==> src/rtl/sprite_blitter.sv <==
// sprite_blitter: pipelined indexed-sprite renderer for the VGA pixel path.
// Draws a SPRITE_W x SPRITE_H sprite with power-of-two scaling, 90-degree
// rotations and a transparent index over a per-pixel background colour.
// It also flags per-frame collisions with other opaque objects.
// Ports:
//   vga_clk, reset                  pixel clock, async active-high reset
//   DrawX, DrawY, blank             current pixel coordinate / visible flag
//   pos_x, pos_y, rot, sprite_en    sprite placement (latched once per frame)
//   bg_red/green/blue, other_opaque background colour and foreign opacity
//   rom_address / rom_q             external synchronous texture ROM
//   pal_index / pal_red/green/blue  external combinational palette
//   red, green, blue, opaque        registered composited pixel (3-cycle latency)
//   collision                       previous frame saw an overlap
module sprite_blitter #(
  parameter int unsigned SPRITE_W    = 32,
  parameter int unsigned SPRITE_H    = 32,
  parameter int unsigned SCALE_SHIFT = 0,
  parameter int unsigned ADDR_W      = 10,
  parameter int unsigned IDX_W       = 4,
  parameter int unsigned TRANSPARENT = 0,
  parameter int unsigned V_ACTIVE    = 480
) (
  input  logic              vga_clk,
  input  logic              reset,
  input  logic [9:0]        DrawX,
  input  logic [9:0]        DrawY,
  input  logic              blank,
  input  logic [9:0]        pos_x,
  input  logic [9:0]        pos_y,
  input  logic [1:0]        rot,
  input  logic              sprite_en,
  input  logic [3:0]        bg_red,
  input  logic [3:0]        bg_green,
  input  logic [3:0]        bg_blue,
  input  logic              other_opaque,
  output logic [ADDR_W-1:0] rom_address,
  input  logic [IDX_W-1:0]  rom_q,
  output logic [IDX_W-1:0]  pal_index,
  input  logic [3:0]        pal_red,
  input  logic [3:0]        pal_green,
  input  logic [3:0]        pal_blue,
  output logic [3:0]        red,
  output logic [3:0]        green,
  output logic [3:0]        blue,
  output logic              opaque,
  output logic              collision
);

  localparam int unsigned SPAN_X = SPRITE_W << SCALE_SHIFT;
  localparam int unsigned SPAN_Y = SPRITE_H << SCALE_SHIFT;
  localparam bit          SQUARE = (SPRITE_W == SPRITE_H);
  localparam logic [9:0]  W_M1   = 10'(SPRITE_W - 1);
  localparam logic [9:0]  H_M1   = 10'(SPRITE_H - 1);

  // Shadow copies of the placement, loaded once per frame
  logic [9:0] px, py;
  logic [1:0] rot_s;
  logic       en_s;

  // Stage 1 / stage 2 sideband
  logic        hit1, blank1, oo1;
  logic [11:0] bg1;
  logic        hit2, blank2, oo2;
  logic [11:0] bg2;

  logic        coll_acc;

  logic               frame_latch_c;
  logic signed [10:0] dx_c, dy_c;
  logic               hit_c;
  logic [9:0]         u_c, v_c, col_c, row_c;
  logic [1:0]         rot_eff_c;
  logic [ADDR_W-1:0]  addr_c;
  logic               drawn_c;
  logic               coll_set_c;

  assign frame_latch_c = (DrawX == 10'd0) && (DrawY == 10'(V_ACTIVE));
  assign pal_index     = rom_q;

  // Offset from the sprite origin; sign bit marks pixels left/above the sprite
  assign dx_c = $signed({1'b0, DrawX}) - $signed({1'b0, px});
  assign dy_c = $signed({1'b0, DrawY}) - $signed({1'b0, py});

  assign hit_c = en_s && !dx_c[10] && !dy_c[10] &&
                 (32'(dx_c[9:0]) < SPAN_X) && (32'(dy_c[9:0]) < SPAN_Y);

  assign u_c = dx_c[9:0] >> SCALE_SHIFT;
  assign v_c = dy_c[9:0] >> SCALE_SHIFT;

  // Quarter turns only make sense for square sprites; otherwise fall back to 0
  assign rot_eff_c = (!SQUARE && rot_s[0]) ? 2'd0 : rot_s;

  // Screen texel (u,v) -> source texel (col,row)
  always_comb begin
    col_c = u_c;
    row_c = v_c;
    case (rot_eff_c)
      2'd1: begin col_c = v_c;        row_c = W_M1 - u_c; end
      2'd2: begin col_c = W_M1 - u_c; row_c = H_M1 - v_c; end
      2'd3: begin col_c = H_M1 - v_c; row_c = u_c;        end
      default: ;
    endcase
  end

  assign addr_c = hit_c ? ADDR_W'(32'(row_c) * SPRITE_W + 32'(col_c)) : '0;

  assign drawn_c    = hit2 && (rom_q != IDX_W'(TRANSPARENT));
  assign coll_set_c = blank2 && drawn_c && oo2;

  // Frame latch of placement
  always_ff @(posedge vga_clk or posedge reset) begin
    if (reset) begin
      px    <= '0;
      py    <= '0;
      rot_s <= '0;
      en_s  <= 1'b0;
    end else if (frame_latch_c) begin
      px    <= pos_x;
      py    <= pos_y;
      rot_s <= rot;
      en_s  <= sprite_en;
    end
  end

  // Stage 1 and 2: address generation and sideband alignment with the ROM
  always_ff @(posedge vga_clk or posedge reset) begin
    if (reset) begin
      rom_address <= '0;
      hit1        <= 1'b0;
      blank1      <= 1'b0;
      oo1         <= 1'b0;
      bg1         <= '0;
      hit2        <= 1'b0;
      blank2      <= 1'b0;
      oo2         <= 1'b0;
      bg2         <= '0;
    end else begin
      rom_address <= addr_c;
      hit1        <= hit_c;
      blank1      <= blank;
      oo1         <= other_opaque;
      bg1         <= {bg_red, bg_green, bg_blue};
      hit2        <= hit1;
      blank2      <= blank1;
      oo2         <= oo1;
      bg2         <= bg1;
    end
  end

  // Stage 3: composite over background
  always_ff @(posedge vga_clk or posedge reset) begin
    if (reset) begin
      red    <= '0;
      green  <= '0;
      blue   <= '0;
      opaque <= 1'b0;
    end else begin
      if (!blank2) begin
        red   <= '0;
        green <= '0;
        blue  <= '0;
      end else if (drawn_c) begin
        red   <= pal_red;
        green <= pal_green;
        blue  <= pal_blue;
      end else begin
        {red, green, blue} <= bg2;
      end
      opaque <= blank2 && drawn_c;
    end
  end

  // Collision: accumulate over a frame, publish at the frame latch
  always_ff @(posedge vga_clk or posedge reset) begin
    if (reset) begin
      coll_acc  <= 1'b0;
      collision <= 1'b0;
    end else if (frame_latch_c) begin
      collision <= coll_acc | coll_set_c;
      coll_acc  <= 1'b0;
    end else if (coll_set_c) begin
      coll_acc <= 1'b1;
    end
  end

endmodule

==> config.mk <==
export PLATFORM = sky130hd
export DESIGN_NAME = sprite_blitter
export DESIGN_NICKNAME = d
export VERILOG_FILES = /design/src/rtl/sprite_blitter.sv
export SDC_FILE = /design/constraint.sdc
export NUM_CORES = 1
export LEC_CHECK = 0
export BUFFER_PORTS_ARGS = -buffer_cell sky130_fd_sc_hd__buf_2
export CAP_MARGIN = 25
export CORE_AREA = 10 10 98 100
export DETAILED_ROUTE_END_ITERATION = 12
export DIE_AREA = 0 0 108 110
export HOLD_SLACK_MARGIN = 0.03
export PLACE_DENSITY_LB_ADDON = 0.25
export SLEW_MARGIN = 30
export SYNTH_ARGS = -nofsm -noshare
export SYNTH_HDL_FRONTEND = slang
export SYNTH_SLANG_ARGS = --single-unit
==> constraint.sdc <==
create_clock -name vga_clk -period 7.31 [get_ports vga_clk]
set_clock_uncertainty 0.05 [all_clocks]
set_input_delay 0.731 -clock vga_clk [delete_from_list [all_inputs] [get_ports vga_clk]]
set_output_delay 0.731 -clock vga_clk [all_outputs]
set_load 0.01 [all_outputs]
Word level (Yosys, flattened, before mapping). Cells that the tools add are included.

Flip-flop bits (word level): 78. Latch bits: 0. Bits in writable memories: 0. ROM bits: 0. Input port bits: 75. Output and inout bits: 28. Logic and storage cells: 55. Memories kept: 0.

Add/sub/neg operators: 5. Multipliers: 0. Div/mod/pow operators: 0. Order comparisons: 2. Equality and inequality tests: 4. Shift-type cells: 0. Multiplexer cells: 11. Bitwise logic cells: 1. Reduce and logical (&&, ||, !) cells: 13.

Operators with widths (count): one-hot mux 10 bit (3 select lines) (1); two-way mux 4 bit (6); subtractor 10 x 10 -> 11 bit (2); less-than comparator 10 x 6 -> 1 bit, second input constant (2); subtractor 5 x 10 -> 10 bit, first input constant (2); one-hot mux 5 bit (3 select lines) (1); adder 10 bit (1); equality test 10 x 9 -> 1 bit, second input constant (1); logical NOT 10 bit (1); two-way mux 10 bit (1); logical AND 1 bit (8); equality test 2 bit, second input constant (2); nonzero test 4 bit (1); equality test 2 x 1 -> 1 bit, second input constant (1); logical NOT 1 bit (2); two-way mux 1 bit (2); nonzero test 2 bit (1); OR 1 bit (1).

Depth between registers and ports, before layout. Gate-level depths: netlist (run 1).

Depth after elaboration: 7. Gate-level depth with buffers: 21. Gate-level depth less buffers: 21.

Least setup slack after synthesis (run 1). Ideal clock, no wire load.

Kind: input -> register. From: input DrawX[0]. To: register rom_address[9]. Library setup time: 0.073 ns. Data arrival time: 3.859 ns. Setup slack: 3.328 ns. Stages: 17. Path buffers: 0. Path through: inv_1 ha_1 inv_1 fa_1 a211oi_1 nor4_1 nand4b_1 nor3_2 inv_1 a32o_1 a221o_1 ha_1 a21oi_1 xnor2_1 xnor2_1 nand4_1 a21boi_2.

Cells in the longest elaborated chain, start to end: 7. Elaborated cells on any way between the ends: 12. Those cells by class: add/sub (3); order compare (1); mux (3); reduce/logical (5).

Ends and longest elaborated chain: start: declaration (RTL line 25) `input logic [9:0] DrawX,`; subtractor 10 x 10 -> 11 bit * (RTL line 81) `assign dx_c = $signed({1'b0, DrawX}) - $signed({1'b0, px});`; branches (longest 5 deep; another with subtractor 5 x 10 -> 10 bit); two-way mux 10 bit * (RTL line 105) `assign addr_c = hit_c ? ADDR_W'(32'(row_c) * SPRITE_W + 32'(col_c)) : '0;`; net addr_c[9] (RTL line 73) `logic [ADDR_W-1:0] addr_c;`; end signal: assignment (RTL line 138) `rom_address <= addr_c;`; end: declaration (RTL line 36) `output logic [ADDR_W-1:0] rom_address,`.

Mark *: on every way through the listed nets, which the timed path passes. A chain may end at the register's enable or synchronous reset.

Final worst setup path (run 1). Ends and elaborated chain as after synthesis.

==> results.md, run 1 <==
- Largest net degree at the start of global routing: between 70 and 80
- Dpl cells: around 630
- Leak: 2.55 nW
- Synthesized flop and latch total: 78
- DRC viols: 0
- Most frequent cells in the layout: buf_2, dfrtp_1, nand2_1
- CTS root buffer: clkbuf_8
- Slew headroom: 50.7%
- Final setup TNS: 0 ns
- Top cells by area, synth: dfrtp_1, ha_1, nand2_1, xnor2_1, inv_1
- F_max: 249 MHz
- Die Span X: about 110 um
- Setup bufs post-CTS: 0
- Hold WC Path Type: flop to flop
- WL final: around 10000 um
- Peak supply drop: roughly 140 uV
- Status: completed
- Detailed Place HPWL: roughly 7800 um
- H-tree depth: 3
- Initial Util: 55.8%
- Reg clk slew, reported paths: 0.10 ns
- Final WS setup: approximately 3.3 ns
- CTS Hold Buffers Added: 0
- Post-synthesis cell area: 0.00427 mm^2
- Distinct cells, synth: 62
- Clock Sinks: 78
- Number of synthesized flops with an enable pin: 0
- Place WS: a little under 3 ns
- Drt pass-1 iters: 4
- Vias/cell: about 5.4
- Number of CTS-inserted buffers: 9
- Fraction of layout cells with a size suffix above 1: about 25%
- Area growth syn-to-layout: 18.4%
- Fill count: about 640
- CTS resizes: 0
- Nets@finish: around 640
- Initial DRC count: between 100 and 150
- Die Y: 110 um
- Clock latency on the worst-skew pair: 0.36 ns
- Number of global-route vias before repair: 3543
- PortBufs: 102
- Syn Nets: ~540
- Least-Margin Pin Slew: about 0.74 ns
- CTS max path bufs: 2
- First-pass GRT wire length: 16800 um
- Diode count: 0
- Endpoints failing hold: 0
- Final ANT Viol Nets: 0
- Setup violations, final: 0
- Pwr/cell area: roughly 170 mW/mm^2
- Synthesized area per cell: 9.74 um^2
- FFs w/ async S/R, synth: between 90% and 100%
- Power, Total: a little under 0.0009 W
- Ys Warns: 0
- Num ports: roughly 100
- Synthesized netlist cell count: 438
- CP max FO: 3
- Min Tclk post-route: between 4 and 5 ns
- Worst Path Class, Setup: primary input to flop
- Final Non-Filler Cells: about 640
- Routability cong.: 0.901
- Crit path launch type: primary input
- Die area: roughly 0.012 mm^2
- Grt total ovfl: 0
- Max-cap violations: 0
- Slew Viols, Final: 0
- Critical Path AT: about 4.3 ns
- Critical path capture point type: flop
- Period utilization: 54.9%
- Commonest non-fill, non-tap cell in the layout: buf_2
- Synth top area share: between 40% and 50%
- Main synth FF type: dfrtp_1
- Initial antenna violation count: 0
- CTS tree: done
- Largest area contributor in the netlist: dfrtp_1
- RSZ-0062 raised after global routing: no
- Sequential fraction of the synthesis area: roughly 46%
- Area of the multi-input gates: about 0.0021 mm^2
- CP required: around 7.6 ns
- Via count: roughly 3400
- CORE AREA: roughly 0.0076 mm^2
- WL/cell: ~16 um
- Register area: roughly 0.0020 mm^2
- Row count: 32
- Total GRT Usage: approximately 18%
flip-flops by register name, summed over array words and instances (netlist names):
register and count:
green 4, rot_eff_c 2, oo2 1, hit1 1
oo1 1, collision 1, blank2 1, hit2 1
py 10, bg2 12, px 10, rom_address 10
blue 4, en_s 1, bg1 12, red 4
coll_acc 1, opaque 1, blank1 1
cell families (layout without fill, tap and decap cells):
family | Yosys count | after routing | share of synthesized area (%)
AO/OA/AOI/OAI | 107 | 107 | 16.7
XOR/XNOR | 23 | 23 | 4.72
adder cells (fa/ha/maj) | 30 | 30 | 9.32
buffers and inverters | 52 | 155 | 4.98
flip-flops | 78 | 78 | 45.7
multiplexers | 10 | 10 | 2.52
AND/OR/NAND/NOR | 138 | 138 | 16.0
path summary, 6_finish.rpt:
path,from,to,slack (ns),cells past startpoint
worst max-delay path,DrawX[0],rom_address[9],3.29,18
worst min-delay path,bg1[8],bg2[8],0.30,0
worst max register to register,px[0],rom_address[9],3.41,16
worst min register to register,bg1[8],bg2[8],0.30,0
max in group asynchronous,reset,bg1[0],6.25,3
min in group asynchronous,reset,hit1,0.50,3
cells in the mapped netlist (all sizes together) (2+ instances only):
cell type  instances
a211o              2
a211oi             2
a21boi            14
a21o               6
a21oi             21
a311oi             2
a31o               2
a31oi              2
and2              13
buf                6
clkbuf            11
dfrtp             78
fa                 3
ha                27
inv               35
mux2               3
mux2i              7
nand2             59
nand2b             5
nand3              5
nand4b             3
nor2              19
nor2b              8
nor3               7
nor3b              4
nor4               5
o2111ai            2
o211ai             6
o21a               2
o21ai             33
o311ai             2
o31ai              2
or2                3
xnor2             17
xor2               6
metal layers:
layer	GRT usage [%]	vias to the layer above	part of all wire [%]
met2	29.5	104	49
met4	6.01	0	1.5
met3	4.29	13	6.1
met1	21.9	1630	43
met5	0	-	0
li1	-	1698	-
worst max-delay path, stage by stage:
cell and delay [ns]:
buf_2 0.11, inv_1 0.08, ha_1 0.14, inv_1 0.04, fa_1 0.41, a211oi_1 0.36
nor4_1 0.09, nand4b_1 0.27, nor3_2 0.26, inv_1 0.08, a32o_1 0.26, a221o_1 0.34
ha_1 0.30, a21oi_1 0.17, xnor2_1 0.10, xnor2_1 0.23, nand4_1 0.14, a21boi_2 0.15
power breakdown:
part	switching [W]	internal [W]	total, W
clock	0.000183	0.000132	0.000315
combinational	0.0000637	0.0000526	0.000116
sequential	0.00000356	0.000442	0.000446
total	0.000250	0.000626	0.000877
layout make-up:
cell class | instances | share of cell area [%]
multi-input combinational | 308 | 42.1
clock inverter | 7 | 1.26
tap | 102 | 2.52
timing repair buffer | 104 | 10.5
clock buffer | 9 | 2.45
sequential | 78 | 38.6
inverter | 35 | 2.60
metrics by stage:
step	hold WS [ns]	util (%)	instance area [um^2]
after global placement	0.281	63.4	4850
after floorplan	0.281	-	4270
after global routing	0.311	66.1	5050
final	0.301	66.1	5050
after CTS	0.306	66.1	5050
after detailed placement	0.285	63.6	4860
(Power assumes the default switching activity.)
==> run 2, diff against run 1 <==
--- a/config.mk
+++ b/config.mk
@@ -7,9 +7,9 @@
 export LEC_CHECK = 0
 export BUFFER_PORTS_ARGS = -buffer_cell sky130_fd_sc_hd__buf_2
 export CAP_MARGIN = 25
-export CORE_AREA = 10 10 98 100
+export CORE_AREA = 10 10 105 107
 export DETAILED_ROUTE_END_ITERATION = 12
-export DIE_AREA = 0 0 108 110
+export DIE_AREA = 0 0 115 117
 export HOLD_SLACK_MARGIN = 0.03
 export PLACE_DENSITY_LB_ADDON = 0.25
 export SLEW_MARGIN = 30
==> constraint.sdc (replaced) <==
create_clock -name vga_clk -period 3.3 [get_ports vga_clk]
set_clock_uncertainty 0.05 [all_clocks]
set_input_delay 0.33 -clock vga_clk [delete_from_list [all_inputs] [get_ports vga_clk]]
set_output_delay 0.33 -clock vga_clk [all_outputs]
set_load 0.01 [all_outputs]
==> run 2 against run 1 <==
Compared with the run above:
- the run now ends with negative setup slack left
- critical path depth increased by 2
- critical endpoint unchanged
- design area increased by 13%
- sequential share of layout area decreased by 4.3 points
==> results.md, run 2 (synthesis results as in run 1) <==
- Status: complete, but fails checks
- Grt total ovfl: 0
- Slowest-stage cell, CP: dfrtp_1
- CP dominant cell by count: inv_2
- CP bufs+invs: 3
- Crit path max-delay family: adder cells
- Period utilization: 111%
- Detailed Place HPWL: around 8600 um
- WL final: about 11000 um
- Final Cell Area: around 0.0057 mm^2
- Leak: roughly 2.9 nW
- Slew headroom: between 40% and 50%
- Clock Sinks: 78
- First-pass GRT wire length: around 18000 um
- Die Span X: 115 um
- Fraction of layout cells with a size suffix above 1: between 30% and 40%
- Die area: about 0.013 mm^2
- Initial DRC count: approximately 160
- Worst Path Class, Setup: flop to flop
- Pwr/cell area: 354 mW/mm^2
- Total GRT Usage: between 10% and 20%
- Clock latency on the worst-skew pair: roughly 0.35 ns
- Vias/cell: 5.11
- CP max FO: 3
- Diode count: 0
- Nets@finish: 704
- CP max stage delay: roughly 0.38 ns
- Initial antenna violation count: 0
- Max-cap violations: 0
- CORE AREA: about 0.0090 mm^2
- Most frequent cells in the layout: buf_2, dfrtp_1, nand2_1
- F_max: 274 MHz
- Pint: roughly 0.0014 W
- PortBufs: 102
- Number of global-route vias before repair: 3812
- Reg clk slew, reported paths: about 0.090 ns
- DRC viols: 0
- Comb pwr share: between 15 and 20%
- Initial Util: 47.3%
- Via count: 3651
- Min Tclk post-route: roughly 3.6 ns
- Register share of total power: 49.0%
- CP required: between 3 and 4 ns
- Failing checks: negative setup slack
- Least-Margin Pin Slew: 0.786 ns
- Number of CTS-inserted buffers: 9
- Setup violations, final: 2
- Area growth syn-to-layout: 33.3%
- Critical path capture point type: flop
- Largest registers: bg1 (12), bg2 (12)
- CTS tree: done
- Endpoints failing hold: 0
- CP Cell Sequence: ha_2, inv_2, fa_2, a21oi_2, o211ai_1, nor2_1, xnor2_2, inv_2, ha_4, nand2_2, o211ai_1, o21ai_1, fa_2, inv_2, a21o_1, a21oi_2, xnor2_1, xnor2_1, nand4_1, a21boi_2
- WHS: approximately 0.046 ns
- CTS root buffer: clkbuf_8
- Largest net degree at the start of global routing: 44
- Commonest non-fill, non-tap cell in the layout: buf_2
- RSZ-0062 raised after global routing: yes
- Hold WC Path Type: primary input to flop
- WL/cell: around 15 um
- Crit path launch type: flop
- CTS max path bufs: 2
- Area of placed instances: roughly 0.0053 mm^2
- Num ports: between 100 and 150
- Row count: 35
- H-tree depth: 3
- Critical Path AT: approximately 3.9 ns
- Final ANT Viol Nets: 0
- Slew Viols, Final: 0
- Place WS: -0.432 ns
- Routability cong.: roughly 0.9
- Peak supply drop: approximately 230 uV
- Switching Share: roughly 28%
- Drt pass-1 iters: 4
- Sw power: about 0.00057 W
- Final WS setup: -0.347 ns
- Clock power frac: between 30 and 40%
- Die Y: roughly 120 um
## run 2: final timing paths
check                      cells past startpoint              to    from  slack [ns]
min                                            1          blank1   blank        0.05
max reg2reg                                   20  rom_address[9]   py[0]       -0.35
min in group asynchronous                      2           px[4]   reset        0.06
max                                           20  rom_address[9]   py[0]       -0.35
min reg2reg                                    0          blank2  blank1        0.30
max in group asynchronous                      3           py[4]   reset        2.44
## run 2: power groups by stage
stage	clock network [W]	logic, W	registers [W]
global route	0.000755	0.000375	0.000990
floorplan	0	0.000167	0.00101
finish	0.000689	0.000338	0.000987
CTS	0.000711	0.000329	0.000987
detailed placement	0	0.000309	0.00101
global placement	0	0.000298	0.00101
## run 2: per-layer routing
metal / track usage [%] / wire [um] / up-vias
li1: - / - / 1832
met1: 19.9 / 4540 / 1707
met2: 28.3 / 5590 / 98
met3: 4.59 / 681 / 14
met4: 3.63 / 138 / 0
met5: 0 / 0 / -
## run 2: worst register-to-register path, delay by kind of cell, from the launching register on
| kind | cells | cell delay, ns |
|---|---|---|
| adders and majority gates | 4 | 1.17 |
| AOI/OAI and AO/OA | 7 | 0.93 |
| xor gates and xnor gates | 3 | 0.52 |
| DFF | 1 | 0.38 |
| and+or+nand+nor | 3 | 0.36 |
| buffers and inverters | 3 | 0.19 |
## run 2: area by class of cell
class / instances / area, um^2
Clock buffer: 9 / 124
Clock inverter: 7 / 62.6
Fill cell: 783 / 3330
Inverter: 35 / 131
Multi-Input combinational cell: 308 / 2240
Sequential cell: 78 / 1950
Tap cell: 111 / 139
Timing Repair Buffer: 167 / 1040
## run 2: timing repair
item / 4_1_cts / 5_1_grt
pin swaps: 9 / 11
endpoints found under the setup margin: 1 / 8
setup buffers: 2 / 1
hold endpoints to repair: 12 / 0
hold buffers: 12 / 0
resized for setup: 6 / 12
## run 2: metrics by stage
step	power (W)	setup TNS [ns]	std cells	util, %
4_1_cts	0.00203	-0.261	714	62.5
6_report	0.00201	-0.381	715	63.1
2_1_floorplan	0.00118	-0.0324	438	-
3_5_place_dp	0.00132	-0.559	684	58.6
3_3_place_gp	0.00130	-0.299	684	58.5
5_1_grt	0.00212	-0.845	715	63.1
